`src/rtl/interp_tile_seq.sv`:
```
// interp_tile_seq: steps the plane-equation interpolator through the covered
// rows of one 32x32 tile for each accepted triangle. A triangle first holds
// the interpolator setup enable for SETUP_CYCLES cycles, then waits one settle
// cycle, then presents one row per downstream handshake.
module interp_tile_seq #(
  parameter int SETUP_CYCLES = 4
) (
  input  logic        clock,
  input  logic        reset,
  input  logic        tri_valid,
  output logic        tri_ready,
  input  logic [4:0]  tile_x,
  input  logic [4:0]  tile_y,
  input  logic [4:0]  row_first,
  input  logic [4:0]  row_last,
  input  logic        abort,
  output logic        setup,
  output logic [11:0] x_ps,
  output logic [11:0] y_ps,
  output logic        row_valid,
  input  logic        row_ready,
  output logic [4:0]  row_idx,
  output logic        row_end,
  output logic        tri_done,
  output logic        busy
);

  typedef enum logic [2:0] {
    IDLE,
    SETUP,
    SETTLE,
    ROWS,
    DONE
  } state_t;

  localparam logic [7:0] SETUP_LAST = 8'(SETUP_CYCLES - 1);

  state_t     state;
  logic [7:0] setup_cnt;
  logic [4:0] tile_x_q;
  logic [4:0] tile_y_q;
  logic [4:0] row_first_q;
  logic [4:0] row_last_q;
  logic [4:0] next_row;

  // Row after the current one; only used when row_end is low, so it never
  // has to wrap past 31.
  assign next_row = row_idx + 5'd1;

  // Single sequencer: state, latched request fields and every registered output.
  always_ff @(posedge clock) begin
    if (reset) begin
      state       <= IDLE;
      setup_cnt   <= 8'd0;
      tile_x_q    <= 5'd0;
      tile_y_q    <= 5'd0;
      row_first_q <= 5'd0;
      row_last_q  <= 5'd0;
      tri_ready   <= 1'b0;
      setup       <= 1'b0;
      x_ps        <= 12'd0;
      y_ps        <= 12'd0;
      row_valid   <= 1'b0;
      row_idx     <= 5'd0;
      row_end     <= 1'b0;
      tri_done    <= 1'b0;
      busy        <= 1'b0;
    end else if (abort && state != IDLE) begin
      state     <= IDLE;
      setup_cnt <= 8'd0;
      tri_ready <= 1'b0;
      setup     <= 1'b0;
      x_ps      <= 12'd0;
      y_ps      <= 12'd0;
      row_valid <= 1'b0;
      row_idx   <= 5'd0;
      row_end   <= 1'b0;
      tri_done  <= 1'b0;
      busy      <= 1'b0;
    end else begin
      case (state)
        IDLE: begin
          if (tri_valid && tri_ready) begin
            tile_x_q    <= tile_x;
            tile_y_q    <= tile_y;
            row_first_q <= row_first;
            row_last_q  <= row_last;
            x_ps        <= {2'b00, tile_x, 5'b00000};
            tri_ready   <= 1'b0;
            busy        <= 1'b1;
            setup_cnt   <= 8'd0;
            if (row_first > row_last) begin
              state    <= DONE;
              tri_done <= 1'b1;
            end else begin
              state <= SETUP;
              setup <= 1'b1;
            end
          end else begin
            tri_ready <= 1'b1;
          end
        end
        SETUP: begin
          if (setup_cnt == SETUP_LAST) begin
            state <= SETTLE;
            setup <= 1'b0;
          end else begin
            setup_cnt <= setup_cnt + 8'd1;
          end
        end
        SETTLE: begin
          state     <= ROWS;
          row_idx   <= row_first_q;
          y_ps      <= {2'b00, tile_y_q, row_first_q};
          row_valid <= 1'b1;
          row_end   <= (row_first_q == row_last_q);
        end
        ROWS: begin
          if (row_ready) begin
            if (row_end) begin
              state     <= DONE;
              row_valid <= 1'b0;
              row_end   <= 1'b0;
              tri_done  <= 1'b1;
            end else begin
              row_idx <= next_row;
              y_ps    <= {2'b00, tile_y_q, next_row};
              row_end <= (next_row == row_last_q);
            end
          end
        end
        DONE: begin
          state     <= IDLE;
          tri_done  <= 1'b0;
          busy      <= 1'b0;
          tri_ready <= 1'b1;
        end
        default: begin
          state <= IDLE;
        end
      endcase
    end
  end

endmodule

```
`config.mk`:
```
export PLATFORM = sky130hd
export DESIGN_NAME = interp_tile_seq
export DESIGN_NICKNAME = d
export VERILOG_FILES = /design/src/rtl/interp_tile_seq.sv
export SDC_FILE = /design/constraint.sdc
export NUM_CORES = 1
export LEC_CHECK = 0
export ABC_AREA = 1
export BUFFER_PORTS_ARGS = -buffer_cell sky130_fd_sc_hd__buf_2
export CORE_MARGIN = 2
export CORE_UTILIZATION = 53
export CTS_CLUSTER_DIAMETER = 100
export CTS_CLUSTER_SIZE = 16
export DETAILED_ROUTE_END_ITERATION = 6
export PLACE_DENSITY = 0.85
export SYNTH_ARGS = -nofsm -noshare
export SYNTH_HDL_FRONTEND = slang
export SYNTH_SLANG_ARGS = --single-unit
```
`constraint.sdc`:
```
create_clock -name clock -period 1.61 [get_ports clock]
set_clock_uncertainty 0.05 [all_clocks]
set_input_delay 0.0805 -clock clock [delete_from_list [all_inputs] [get_ports clock]]
set_output_delay 0.0805 -clock clock [all_outputs]
set_load 0.02 [all_outputs]
```
==> flow_summary.toml <==
[run_status]
status = "complete, no violations"

[yosys]
yosys.area.top_type = "dfxtp_1"
yosys-top-cells-count = "65 x nand2_1, 47 x dfxtp_1, 41 x inv_1"
ys_types = 28
yosys_warnings = 0
synth.area.top_cells = "dfxtp_1 38%, nand2_1 9.9%, a21oi_1 7.9%"
synth_top_cell_area_share_pct = 38.2
synth_ff_type = "dfxtp_1"
synth_cells = 352
yosysMostFrequentCell = "nand2_1"
synth_edf_count = 0
netlist_area_um2 = 2460
ys_seq_area_share_pct = 38.2
syn_area_per_cell_um2 = 7.00
synth-seq-cells = 47
async_reset_ff_share_pct = 0

[worst_setup_path]
crit_fanout = 3
cp_common_cell = "nand2_1"
crit_type = "in2reg"
slowest_stage = "dlygate4sd3_1"
arrival_ns = 1.71
cp_slowest_stage_delay_ns = 0.54
crit_chain = "dlygate4sd3_1 -> buf_2 -> ha_4 -> nand2_1 -> nor2_2 -> nand2_1 -> nand3_2 -> nand2_2 -> nand2_2 -> nand2_1 -> a21oi_1"
crit_buf_inv = 2
end_kind = "flip-flop"
critPathRequiredTime_ns = 1.80
cp_top_family = "buffers and inverters"
start_kind = "input port"

[drt]
firstDrtPassIters = 5
drtAntennaViolNets = 0
drc_errors = 0
drt_iter0_markers = 177
num_vias = 2480
wl_per_cell_um = 12.7
via_per_inst = 5.27
postRouteWirelength_mm = 5.99

[cells_and_area]
drive_above_1_share_pct = 21.7
nFillCells = 367
antenna_cells = 0
fin_cells = 471
post-route-util_pct = 67.8
synthToLayoutAreaGrowth_pct = 21.5
layout.nets = 450

[power]
p_leak_nw = 1.42
p_total_mw = 4.11
vdd_drop_max_mv = 0.670
p_per_area_nw_per_um2 = 1370

[clock_network]
insertion_delay_ns = 0.30
cts_buffer_depth = 2
cts_tree = "yes"
cts_sinks = 47
cts_buffers = 5
htree_levels = 2
cts-root-buf = "clkbuf_8"
post-cts-setup-buffers = 0
clk_pin_slew_ns = 0.09

[grt]
grt_pass1_wl_mm = 10.3
antenna_found_initial = 0
first_global_vias = 2346
gr-total-overflow = 0
grt_usage_pct = 24.8
grt_max_degree = 24

[place]
dp_cells = 449
gp_congestion = 0.857
port_buffers = 50
dp_hpwl_mm = 4.12

[floorplan]
rows = 24
initial_core_util_pct = 55.8
pin_count = 60
fp.dieH_um = 72.2
dieArea_um2 = 5210
coreArea_um2 = 4410
die_x_um = 72.2

[sta]
fmax_ghz = 0.657
finalCriticalPeriod_ns = 1.52
finalSetupTns_ns = 0
finalHoldViolations = 0
post-route-period-util_pct = 94.5
setup_viol = 0
maxSlewViolCount = 0

[worst_hold_path]
hold_path_class = "in2reg"

[run]
maxCapViolCount = 0
-- layout make-up --
cell class              count  area [um^2]  share of cell area (%)
multi-input cells         246         1260                    42.0
well taps                  52         65.1                    2.17
flip-flops and latches     47          943                    31.5
clock buffers               8          100                    3.34
inverters                  45          171                    5.73
repair buffers             73          458                    15.3
-- worst paths after layout --
path | startpoint | endpoint | slack, ns | depth (start not counted)
worst max-delay path | row_first[2] | tri_done | 0.09 | 11
worst min-delay path | row_last[3] | row_last_q[3] | 0.02 | 3
worst max register to register | state[0] | row_idx[3] | 0.14 | 7
worst min register to register | tri_done | tri_done | 0.40 | 2
-- what timing repair did --
item | CTS | global route
setup endpoints to repair | 0 | 10
gates resized for setup | 0 | 11
hold buffers | 14 | 0
hold endpoints to repair | 14 | 0
-- sequential cells by signal, summed over array words and instances (netlist names), 3 cells and up --
name,count
state,3
x_ps,5
row_last_q,5
row_idx,4
setup_cnt,8
tile_y_q,5
row_first_q,5
y_ps,6
-- placed cells by master, fill, tap and decap left out, drive strengths merged --
cell type / n
a21o: 2
a21oi: 39
a31oi: 1
buf: 59
clkbuf: 8
conb: 9
dfxtp: 47
dlygate4sd3: 14
ha: 7
inv: 45
nand2: 73
nand3: 26
nand3b: 1
nand4: 4
nor2: 44
nor3: 2
o211ai: 2
o21a: 1
o21ai: 33
xor2: 2
-- per-stage QoR --
stage	setup WS (ns)	hold slack (ns)	instance area, um^2
2_1_floorplan	0.165	0.165	2490
3_3_place_gp	0.172	0.255	2720
3_5_place_dp	0.144	0.264	2720
4_1_cts	0.0293	0.00464	2960
5_1_grt	-0.00406	0.0107	2990
6_report	0.0882	0.0190	2990
-- worst reg2reg max path: cells and delay by family (launching register included) --
| family | cells | cell delay [ns] |
|---|---|---|
| flops | 1 | 0.44 |
| buf+inv | 3 | 0.33 |
| compound gates | 3 | 0.36 |
| simple gates | 1 | 0.20 |
-- cell families after synthesis --
logic type / Yosys count / share of synthesized area, %
XOR/XNOR: 2 / 0.711
AO/OA/AOI/OAI: 78 / 16.4
buffers and inverters: 67 / 13.3
other: 1 / 0.152
AND/OR/NAND/NOR: 150 / 27.7
flip-flops: 47 / 38.2
adder cells (fa/ha/maj): 7 / 3.55
-- power by group --
group | internal, mW | switching [mW] | total (mW)
clock | 0.392 | 0.380 | 0.772
combinational | 0.576 | 1.13 | 1.71
sequential | 1.41 | 0.212 | 1.63
total | 2.38 | 1.72 | 4.11
-- metal layers --
metal	GRT usage, %	up-vias	wire [um]
met5	0	-	0
li1	-	1245	-
met1	29.5	1116	2480
met4	8.81	0	135
met2	44.0	100	3000
met3	5.28	19	377
No activity file was read; power rests on OpenSTA's default activity.
